$ cat config.mk
export PLATFORM = sky130hd
export DESIGN_NAME = if_id_reg
export DESIGN_NICKNAME = d
export VERILOG_FILES = /design/src/rtl/if_id_reg.sv
export SDC_FILE = /design/constraint.sdc
export NUM_CORES = 1
export LEC_CHECK = 0
export ABC_AREA = 1
export CAP_MARGIN = 5
export CORE_MARGIN = 2
export CORE_UTILIZATION = 35
export CTS_BUF_LIST = sky130_fd_sc_hd__clkbuf_8
export CTS_CLUSTER_DIAMETER = 50
export CTS_CLUSTER_SIZE = 12
export DETAILED_ROUTE_END_ITERATION = 8
export GPL_ROUTABILITY_DRIVEN = 1
export PLACE_DENSITY = 0.79
export SLEW_MARGIN = 20
export SYNTH_ARGS = -nofsm -noshare
export SYNTH_HDL_FRONTEND = slang
export SYNTH_SLANG_ARGS = --single-unit
$ cat constraint.sdc
create_clock -name Clock -period 1.6 [get_ports Clock]
set_clock_uncertainty 0.1 [all_clocks]
set_input_delay 0.16 -clock Clock [delete_from_list [all_inputs] [get_ports Clock]]
set_output_delay 0.16 -clock Clock [all_outputs]
set_load 0.03 [all_outputs]
$ cat src/rtl/if_id_reg.sv
// IF/ID pipeline register: one-cycle boundary between fetch and decode.
// Carries instruction, PC, PC+4, the fetch exception code and the delay-slot flag.
// Per edge, flush takes priority over a stall (Enable=0), and a stall over capture.
// A two-state EMPTY/FULL machine provides the valid bit.
// Optional performance counters (stalled cycles, flushes) are compiled in only
// when the macro IFID_PERF_EN is defined.
module if_id_reg #(
  parameter logic [31:0] RESET_PC = 32'h00003000
) (
  input  logic        Clock,
  input  logic        Reset_n,
  input  logic        Enable,
  input  logic        Flush,
  input  logic [31:0] Instr_In,
  input  logic [31:0] PC_In,
  input  logic [31:0] PC4_In,
  input  logic        IF_Error_In,
  input  logic        BD_In,
  output logic [31:0] Instr_Out,
  output logic [31:0] PC_Out,
  output logic [31:0] PC4_Out,
  output logic [4:0]  ExcCode_Out,
  output logic        BD_Out,
`ifdef IFID_PERF_EN
  output logic        Valid_Out,
  output logic [31:0] Stall_Cnt,
  output logic [31:0] Flush_Cnt
`else
  output logic        Valid_Out
`endif
);

  localparam logic [4:0] EXC_NONE = 5'd0;
  localparam logic [4:0] EXC_ADEL = 5'd4;

  typedef enum logic {
    EMPTY = 1'b0,
    FULL  = 1'b1
  } state_t;

  // A fetch error surfaces as an address-error-on-load exception in ID.
  function automatic logic [4:0] fetch_exc(input logic if_err);
    return if_err ? EXC_ADEL : EXC_NONE;
  endfunction

  // Counters stop at all-ones instead of wrapping.
  function automatic logic [31:0] sat_inc(input logic [31:0] cnt);
    return (cnt == 32'hFFFF_FFFF) ? cnt : cnt + 32'd1;
  endfunction

  state_t      state_p1;
  state_t      state_nxt;
  logic [31:0] instr_p1;
  logic [31:0] pc_p1;
  logic [31:0] pc4_p1;
  logic [4:0]  exc_p1;
  logic        bd_p1;

  // ---- stage boundary: IF -> p1 (ID side) ----

  // Valid-state register; reset leaves the register holding a bubble.
  always_ff @(posedge Clock or negedge Reset_n) begin
    if (!Reset_n) begin
      state_p1 <= EMPTY;
    end else begin
      state_p1 <= state_nxt;
    end
  end

  // Next state: flush empties, capture fills, stall keeps the current state.
  always_comb begin
    state_nxt = state_p1;
    if (Flush) begin
      state_nxt = EMPTY;
    end else if (Enable) begin
      state_nxt = FULL;
    end
  end

  // Payload register: a flush keeps the PC so exception/redirect logic still sees it.
  always_ff @(posedge Clock or negedge Reset_n) begin
    if (!Reset_n) begin
      instr_p1 <= 32'h0000_0000;
      pc_p1    <= RESET_PC;
      pc4_p1   <= RESET_PC + 32'd4;
      exc_p1   <= EXC_NONE;
      bd_p1    <= 1'b0;
    end else if (Flush) begin
      instr_p1 <= 32'h0000_0000;
      pc_p1    <= PC_In;
      pc4_p1   <= PC4_In;
      exc_p1   <= EXC_NONE;
      bd_p1    <= 1'b0;
    end else if (Enable) begin
      instr_p1 <= Instr_In;
      pc_p1    <= PC_In;
      pc4_p1   <= PC4_In;
      exc_p1   <= fetch_exc(IF_Error_In);
      bd_p1    <= BD_In;
    end
  end

`ifdef IFID_PERF_EN
  logic [31:0] stall_cnt_p1;
  logic [31:0] flush_cnt_p1;

  // Stalled cycles count only while a real instruction is held.
  always_ff @(posedge Clock or negedge Reset_n) begin
    if (!Reset_n) begin
      stall_cnt_p1 <= 32'h0;
    end else if (!Flush && !Enable && (state_p1 == FULL)) begin
      stall_cnt_p1 <= sat_inc(stall_cnt_p1);
    end
  end

  // Every flush edge counts, whether or not the register was stalled.
  always_ff @(posedge Clock or negedge Reset_n) begin
    if (!Reset_n) begin
      flush_cnt_p1 <= 32'h0;
    end else if (Flush) begin
      flush_cnt_p1 <= sat_inc(flush_cnt_p1);
    end
  end

  assign Stall_Cnt = stall_cnt_p1;
  assign Flush_Cnt = flush_cnt_p1;
`endif

  assign Instr_Out   = instr_p1;
  assign PC_Out      = pc_p1;
  assign PC4_Out     = pc4_p1;
  assign ExcCode_Out = exc_p1;
  assign BD_Out      = bd_p1;
  assign Valid_Out   = (state_p1 == FULL);

endmodule

==> results.ini, run 1 <==
[global_routing]
first_global_vias = 3684
overflow = 0
track_usage_pct = 19.0
grt_first_pass_wirelength_um = 18000
antenna_found_initial = 0
grt_max_degree = 100

[routing]
firstDrtPassIters = 4
ant_nets = 0
drt_first_iter_violations = 216
wl_per_cell_um = 14.7
drc = 0
vias = 3601
via_per_inst = 4.70
routed_wl_um = 11300

[logic_synthesis]
yosys_register_bits = 99
synth_cell_types = 14
ys_seq_area_share_pct = 63.1
yosys-top-cells-area = dfrtp_1 (60%), nand2_1 (19%), o21ai_0 (8.1%)
synth_area_um2 = 3940
synth.largest_area_cell = dfrtp_1
yosysWarningCount = 0
synth.avg_cell_area_um2 = 9.09
synth_top_area_share_pct = 59.7
syn_inst = 433

[clock_tree]
cts_tree = yes
htreeDepth = 3
post_cts_buffers = 0
path_clk_slew_ns = 0.09
clockBufferDepth = 2
clkLatencyLatePin_ns = 0.35
cts_buffers = 9
cts_root_buffer = clkbuf_8
cts_sinks = 99

[timing]
tightestPinTransition_ns = 0.545
finalHoldViolCount = 0
setup_viol = 0
grt_setup_unrepaired = false
fin_crit_ns = 1.54
fin_tns_setup_ns = 0
min_period_over_period_pct = 96.5
fmax_mhz = 648
maxSlewViolCount = 0
relSlewSlack_pct = 63.6

[critical_path]
crit_chain = dlygate4sd2_1
cp.required_ns = 1.34
criticalPathCategory = reg -> out
cp-end-kind = primary output
startpoint_type = flop
critPathMaxFanout = 2
crit_path_max_incr_delay_ns = 0.53
slowest_stage = dfstp_2
r2r_start = PC4_Out[13]$_DFFE_PN1P_
timing.rr.end = PC4_Out[13]$_DFFE_PN1P_
arrival_ns = 1.28
r2r_slack_ns = 0.77
critical_path_buf_inv_count = 1
cp_top_family = flip-flops
crit_start = PC_Out[12]$_DFFE_PN1P_
crit_end = PC_Out[12]
cp_num_cells = 1
reg2reg_depth = 2

[power]
p_sw_mw = 1.68
power_density_nw_per_um2 = 917
power.internal_mw = 3.93
p_sw_share_pct = 29.9
p_comb_share_pct = 22.8
p_leak_nw = 3.14
irDropWorstVdd_mv = 0.501
pwr-share-clk_pct = 27.6
seqPwrFrac_pct = 49.6

[finish]
final_common_cell = nand2_1
postLayoutCoreUtil_pct = 56.2
final_layout_size_suffix_gt1_share_pct = 4.79
diodes = 0
area_growth_pct = 55.4
layout_common_cells = nand2_1 (196), clkdlybuf4s50_1 (98), dlygate4sd2_1 (98), dfrtp_1 (94), o21ai_0 (64)
fillCellCount = 989
layout.nets = 723

[floorplanning]
die_width_um = 110
rows = 38
core_area_um2 = 10900
io_pins = 205
fp.dieH_um = 110
die_area_um2 = 12100
start_util_pct = 36.2

[placement]
gp_congestion = 0.737
dp_hpwl_um = 7760
port_buffers = 200

[hold_path]
hold_path_class = in -> reg

[run_status]
status = complete, no violations

[flow_run]
cap_viol_max_count = 0

==> cell type report <==
class / count / area (um^2) / area share, %
Inverter: 1 / 3.75 / 0.0613
Sequential cell: 99 / 2480 / 40.6
Clock inverter: 6 / 50.0 / 0.818
Multi-Input combinational cell: 301 / 1270 / 20.7
Tap cell: 140 / 175 / 2.86
Clock buffer: 10 / 138 / 2.25
Timing Repair Buffer: 209 / 2000 / 32.7
==> worst min-delay path by stage <==
stage / startpoint / end / slack [ns] / depth (start not counted)
after floorplan: Reset_n / BD_Out$_DFFE_PN0P_ / -0.24 / 0
after global placement: Reset_n / Instr_Out[16]$_DFFE_PN0P_ / 0.16 / 2
after detailed placement: Reset_n / Instr_Out[17]$_DFFE_PN0P_ / 0.17 / 2
after CTS: Flush / PC4_Out[0]$_DFFE_PN0P_ / 0.1 / 3
after global routing: Flush / PC4_Out[0]$_DFFE_PN0P_ / 0.12 / 3
final: Flush / PC4_Out[0]$_DFFE_PN0P_ / 0.12 / 3
==> layer usage <==
layer | global-route usage [%] | share of wire, %
met3 | 6.58 | 8.6
met5 | 0 | 0
met2 | 31.4 | 49
met4 | 6.33 | 1.9
met1 | 23.3 | 41
==> power groups by stage <==
stage / Combinational, mW / Sequential (mW) / Clock [mW]
floorplan: 0.280 / 3.21 / 0
global placement: 1.39 / 2.83 / 0
detailed placement: 1.42 / 2.84 / 0
CTS: 1.29 / 2.78 / 1.61
global route: 1.38 / 2.81 / 1.71
finish: 1.28 / 2.78 / 1.55
==> cell families (layout without fill, tap and decap cells) <==
logic type	Yosys count	after routing	synth area share (%)
AND/OR/NAND/NOR	233	233	23.7
flip-flops	99	99	63.1
AO/OA/AOI/OAI	64	64	8.13
other	1	4	0.0952
buffers and inverters	36	226	4.99
==> per-stage QoR <==
| stage | hold slack [ns] | total power [mW] | worst slack, ns | area [um^2] | std cells |
|---|---|---|---|---|---|
| floorplan | -0.236 | 3.49 | 0.628 | 3950 | 436 |
| CTS | 0.0999 | 5.69 | 0.00928 | 6120 | 766 |
| finish | 0.122 | 5.61 | 0.0563 | 6120 | 766 |
| global placement | 0.159 | 4.22 | 0.168 | 6040 | 749 |
| global route | 0.121 | 5.89 | 0.00520 | 6120 | 766 |
| detailed placement | 0.169 | 4.26 | 0.145 | 6040 | 749 |
==> flip-flops by register name (all words and copies together), names as in the netlist <==
register and cells:
Valid_Out 1, ExcCode_Out 1, BD_Out 1, PC4_Out 32, Instr_Out 32, PC_Out 32
==> synthesized netlist by cell type (all sizes together) <==
master	number
buf	24
clkbuf	11
conb	1
dfrtp	94
dfstp	5
inv	1
nand2	196
nand3	34
nor2	3
o21ai	64
==> timing repair <==
item / in CTS / in global routing
endpoints found under the hold margin: 94 / 0
resized for setup: 99 / 1
hold buffers: 1 / 0
setup endpoints to repair: 99 / 1
Power figures use the tool's default switching activity.
==> inputs of run 2 (changes only) <==
--- a/config.mk
+++ b/config.mk
@@ -13,3 +13,2 @@
 export CTS_CLUSTER_DIAMETER = 50
-export CTS_CLUSTER_SIZE = 12
 export DETAILED_ROUTE_END_ITERATION = 8
==> constraint.sdc (replaced) <==
create_clock -name Clock -period 1.6 [get_ports Clock]
set_clock_uncertainty 0.1 [all_clocks]
set_input_delay 0.32 -clock Clock [delete_from_list [all_inputs] [get_ports Clock]]
set_output_delay 0.32 -clock Clock [all_outputs]
set_load 0.03 [all_outputs]
==> run 2 against run 1 <==
Net effect:
- critical path type unchanged
- sequential cell count stayed put
- maximum frequency is 0.64% lower
- routed wire length is 1.7% higher
==> results.ini, run 2 (synthesis gave the netlist of run 1 again) <==
[timing]
fin_crit_ns = 1.55  ; +0.0100 ns
maxSlewViolCount = 0  ; unchanged
tightestPinTransition_ns = 0.544  ; -0.000724 ns
fin_tns_setup_ns = 0  ; unchanged
setup_viol = 0  ; unchanged
fin_ws_ns = 0.0463  ; -0.0100 ns
min_period_over_period_pct = 97.1  ; +0.63 points
relSlewSlack_pct = 63.7  ; about the same
fmax_mhz = 644  ; -0.64%
finalHoldViolCount = 0  ; unchanged
grt_setup_unrepaired = false
whs_ns = 0.247  ; +0.125 ns

[routing]
routed_wl_um = 11400  ; +1.7%
firstDrtPassIters = 4  ; unchanged
drt_first_iter_violations = 261  ; +21%
wl_per_cell_um = 14.9  ; +1.4%
drc = 0  ; unchanged
vias = 3687  ; +2.4%
via_per_inst = 4.80  ; +2.1%
ant_nets = 0  ; unchanged

[run_status]
status = complete, no violations

[critical_path]
reg2reg_depth = 2  ; unchanged
r2r_slack_ns = 0.77  ; about the same
timing.rr.end = PC_Out[12]$_DFFE_PN1P_
crit_path_max_incr_delay_ns = 0.41  ; -0.12 ns
r2r_start = PC_Out[12]$_DFFE_PN1P_
cp_top_family = buffers and inverters
arrival_ns = 1.13  ; -0.15 ns
critPathMaxFanout = 2  ; unchanged
slowest_stage = dlygate4sd2_1
cp-end-kind = primary output
cp.required_ns = 1.18  ; -0.16 ns
criticalPathCategory = reg -> out
cp_num_cells = 1  ; unchanged
crit_chain = dlygate4sd2_1
startpoint_type = flop
critical_path_buf_inv_count = 1  ; unchanged

[finish]
layout.nets = 725  ; +0.28%
diodes = 0  ; unchanged
stdcell_count = 768  ; +0.26%
fillCellCount = 999  ; +1.0%
final_common_cell = nand2_1
final_layout_size_suffix_gt1_share_pct = 7.48  ; +2.7 points
area_growth_pct = 56.0
layout_common_cells = nand2_1 (196), clkdlybuf4s50_1 (98), dfrtp_1 (94), o21ai_0 (64), dlygate4sd2_1 (57)

[floorplanning]
fp.dieH_um = 110  ; unchanged
die_width_um = 110  ; unchanged
io_pins = 205  ; unchanged
die_area_um2 = 12100  ; unchanged
rows = 38  ; unchanged
start_util_pct = 36.2  ; unchanged
core_area_um2 = 10900  ; unchanged

[clock_tree]
cts_buffers = 9  ; unchanged
clockBufferDepth = 2  ; unchanged
clkLatencyLatePin_ns = 0.35  ; about the same
cts_root_buffer = clkbuf_8
cts_sinks = 99  ; unchanged
cts_tree = yes
path_clk_slew_ns = 0.10  ; about the same
htreeDepth = 3  ; unchanged
post_cts_buffers = 0  ; unchanged

[global_routing]
track_usage_pct = 19.3  ; +0.32 points
grt_first_pass_wirelength_um = 17900  ; -0.31%
antenna_found_initial = 0  ; unchanged
grt_max_degree = 51  ; -49%
first_global_vias = 3586  ; -2.7%
overflow = 0  ; unchanged

[placement]
dp.cells = 751  ; +0.27%
port_buffers = 200  ; unchanged
place_ws_ns = 0.143  ; -0.00160 ns
gp_congestion = 0.803  ; +8.9%
dp_hpwl_um = 8180  ; +5.4%

[power]
p_leak_nw = 3.07  ; -2.1%
irDropWorstVdd_mv = 0.496  ; -0.97%
p_total_mw = 5.55  ; -1.1%
power_density_nw_per_um2 = 903  ; -1.5%

[flow_run]
cap_viol_max_count = 0  ; unchanged

[hold_path]
hold_path_class = in -> async

[run 2: changes by cell type in the layout (fill, tap and decap cells not counted), sizes merged]
cell	before	now
clkdlybuf4s15	1	30
dlygate4sd2	98	57
clkinv	1	2
bufinv	1	0
buf	11	18
clkinvlp	0	2
clkbuf	10	18
inv	5	2
[run 2: layer usage]
metal / part of all wire, % / GRT usage (%) / vias to the layer above
li1: - / - / 1754
met1: 40 / 23.5 / 1756
met2: 49 / 31.2 / 152
met3: 8.1 / 5.41 / 25
met4: 3.2 / 10.4 / 0
met5: 0 / 0 / -
[run 2: worst max path at each step]
stage,from,to,slack [ns]
final,Instr_Out[15]$_DFFE_PN0P_,Instr_Out[15],0.05
after global routing,PC_Out[25]$_DFFE_PN0P_,PC_Out[25],0.0002
after detailed placement,PC4_Out[26]$_DFFE_PN0P_,PC4_Out[26],0.14
after CTS,PC_Out[27]$_DFFE_PN0P_,PC_Out[27],0.003
after global placement,PC4_Out[0]$_DFFE_PN0P_,PC4_Out[0],0.14
after floorplan,Enable,Instr_Out[10]$_DFFE_PN0P_,0.47
[run 2: timing repair]
item | 4_1_cts | 5_1_grt
endpoints found under the setup margin | 94 | 37
gates resized for setup | 96 | 42
hold buffers | 1 | 0
hold endpoints to repair | 18 | 0
[run 2: cell type report]
class / instances / area (um^2) / share of cell area [%]
flip-flops and latches: 99 / 2480 / 40.4
repair buffers: 211 / 2030 / 33.1
multi-input cells: 301 / 1270 / 20.7
well taps: 140 / 175 / 2.85
clock buffers: 11 / 151 / 2.46
clock inverters: 5 / 28.8 / 0.469
inverters: 1 / 3.75 / 0.0611
[run 2: per-stage QoR]
step / cell area [um^2] / util, %
floorplan: 3950 / -
finish: 6140 / 56.4
CTS: 6130 / 56.3
detailed placement: 6060 / 55.6
global route: 6140 / 56.4
global placement: 6060 / 55.6
[run 2: power by group]
group | total [mW] | switching (mW) | internal, mW
combinational | 1.29 | 0.778 | 0.514
sequential | 2.79 | 0.0968 | 2.69
clock | 1.47 | 0.828 | 0.640
total | 5.55 | 1.70 | 3.85
==> inputs of run 3 (changes only) <==
PLACE_DENSITY = not set   (was 0.79)
PLACE_DENSITY_LB_ADDON = 0.1   (was not set)
==> run 3 against run 2 <==
Net effect:
- die area unchanged
- maximum frequency about the same
- highest routed layer unchanged
- final cell count rose by 0.26%
- worst hold slack better by 0.045 ns
- critical path type unchanged
==> results.ini, run 3 (synthesis gave the netlist of run 1 again) <==
[critical_path]
critical_path_buf_inv_count = 1  ; unchanged
slowest_stage = dlygate4sd2_1
reg2reg_depth = 2  ; unchanged
r2r_slack_ns = 0.76  ; about the same
cp-end-kind = primary output
critPathMaxFanout = 2  ; unchanged
r2r_start = PC4_Out[12]$_DFFE_PN1P_
crit_path_max_incr_delay_ns = 0.42  ; about the same
crit_chain = dlygate4sd2_1
timing.rr.end = PC4_Out[12]$_DFFE_PN1P_
cp_top_family = buffers and inverters
startpoint_type = flop
cp.required_ns = 1.18  ; about the same
arrival_ns = 1.13  ; about the same
criticalPathCategory = reg -> out

[hold_path]
hold_path_class = in -> reg
min_path_cells = 3
min-delay-start = Flush
holdPathEnd = PC4_Out[2]$_DFFE_PN1P_

[placement]
dp.cells = 753  ; +0.27%
dpl_cell_area_um2 = 6060  ; about the same
gp_congestion = 0.739  ; -7.9%
port_buffers = 200  ; unchanged
dp_hpwl_um = 8210  ; +0.40%

[timing]
fin_crit_ns = 1.55  ; -0.00113 ns
min_period_over_period_pct = 97.0  ; about the same
grt_setup_unrepaired = false
finalHoldViolCount = 0  ; unchanged
fmax_mhz = 644  ; about the same
relSlewSlack_pct = 61.0  ; -2.6 points
setup_viol = 0  ; unchanged
tightestPinTransition_ns = 0.584  ; +0.0397 ns
maxSlewViolCount = 0  ; unchanged
fin_tns_setup_ns = 0  ; unchanged

[floorplanning]
rows = 38  ; unchanged
io_pins = 205  ; unchanged
fp.dieH_um = 110  ; unchanged
core_area_um2 = 10900  ; unchanged
die_width_um = 110  ; unchanged
start_util_pct = 36.2  ; unchanged
die_area_um2 = 12100  ; unchanged

[finish]
area_growth_pct = 56.9
postLayoutCoreUtil_pct = 56.8  ; +0.34 points
fillCellCount = 1024  ; +2.5%
layout_common_cells = nand2_1 (196), clkdlybuf4s50_1 (98), dfrtp_1 (94), dlygate4sd2_1 (68), o21ai_0 (64)
diodes = 0  ; unchanged
layout.nets = 727  ; +0.28%
final_cell_area_um2 = 6180  ; +0.61%
stdcell_count = 770  ; +0.26%
final_layout_size_suffix_gt1_share_pct = 7.30  ; -0.18 points
final_common_cell = nand2_1

[routing]
drc = 0  ; unchanged
ant_nets = 0  ; unchanged
routed_wl_um = 11700  ; +2.6%
drt_first_iter_violations = 155  ; -41%
via_per_inst = 4.69  ; -2.3%
wl_per_cell_um = 15.2  ; +2.3%
vias = 3612  ; -2.0%
firstDrtPassIters = 4  ; unchanged

[global_routing]
overflow = 0  ; unchanged
first_global_vias = 3518  ; -1.9%
grt_first_pass_wirelength_um = 18300  ; +2.3%
track_usage_pct = 19.7  ; +0.32 points
grt_max_degree = 48  ; -5.9%
antenna_found_initial = 0  ; unchanged

[run_status]
status = complete, no violations

[clock_tree]
cts_buffers = 9  ; unchanged
cts_tree = yes
cts_sinks = 99  ; unchanged
post_cts_buffers = 0  ; unchanged
path_clk_slew_ns = 0.09  ; about the same
cts_root_buffer = clkbuf_8
clockBufferDepth = 2  ; unchanged
htreeDepth = 3  ; unchanged
clkLatencyLatePin_ns = 0.34  ; about the same

[power]
p_total_mw = 5.77  ; +4.0%
power_density_nw_per_um2 = 934  ; +3.4%
p_leak_nw = 3.10  ; +0.86%
irDropWorstVdd_mv = 0.547  ; +10%

[flow_run]
cap_viol_max_count = 0  ; unchanged

## run 3: changes by cell type in the layout (fill, tap and decap cells not counted), sizes merged
cell	previous run	this run
dlygate4sd2	57	68
inv	2	4
clkdlybuf4s15	30	23
buf	18	20
bufinv	0	1
clkinv	2	0
clkbuf	18	13
## run 3: per-stage QoR
| stage | setup WS [ns] | hold slack [ns] |
|---|---|---|
| floorplan | 0.468 | -0.0756 |
| global route | 0.000136 | 0.296 |
| global placement | 0.145 | 0.139 |
| CTS | 0.00167 | 0.280 |
| detailed placement | 0.136 | 0.137 |
| finish | 0.0474 | 0.292 |
## run 3: worst max path at each step
stage / startpoint / to / cells past startpoint
5_1_grt: Instr_Out[1]$_DFFE_PN0P_ / Instr_Out[1] / 1
2_1_floorplan: Enable / Instr_Out[10]$_DFFE_PN0P_ / 5
3_5_place_dp: Instr_Out[28]$_DFFE_PN0P_ / Instr_Out[28] / 1
3_3_place_gp: PC4_Out[1]$_DFFE_PN0P_ / PC4_Out[1] / 1
4_1_cts: PC_Out[23]$_DFFE_PN0P_ / PC_Out[23] / 1
6_report: PC_Out[6]$_DFFE_PN0P_ / PC_Out[6] / 1
## run 3: cell type report
cell class / instances / area, um^2 / area share (%)
flip-flops and latches: 99 / 2480 / 40.2
well taps: 140 / 175 / 2.83
inverters: 1 / 3.75 / 0.0607
multi-input cells: 301 / 1270 / 20.5
clock buffers: 10 / 138 / 2.23
clock inverters: 6 / 71.3 / 1.15
repair buffers: 213 / 2040 / 33.0
## run 3: power breakdown
part	leakage, nW	internal [mW]	total [mW]	switching (mW)
Clock	0.0999	0.784	1.69	0.904
Sequential	1.22	2.69	2.79	0.0942
Combinational	1.77	0.513	1.30	0.783
## run 3: routing by layer
layer,vias to the layer above,track usage (%),share of wire (%)
li1,1756,-,-
met1,1714,26.0,44
met2,132,30.9,45
met3,10,6.76,9.8
met4,0,5.33,0.77
met5,-,0,0
## run 3: repair_timing
action | 4_1_cts | 5_1_grt
endpoints found under the setup margin | 94 | 26
hold endpoints to repair | 19 | 0
hold buffers | 1 | 0
resized for setup | 94 | 29
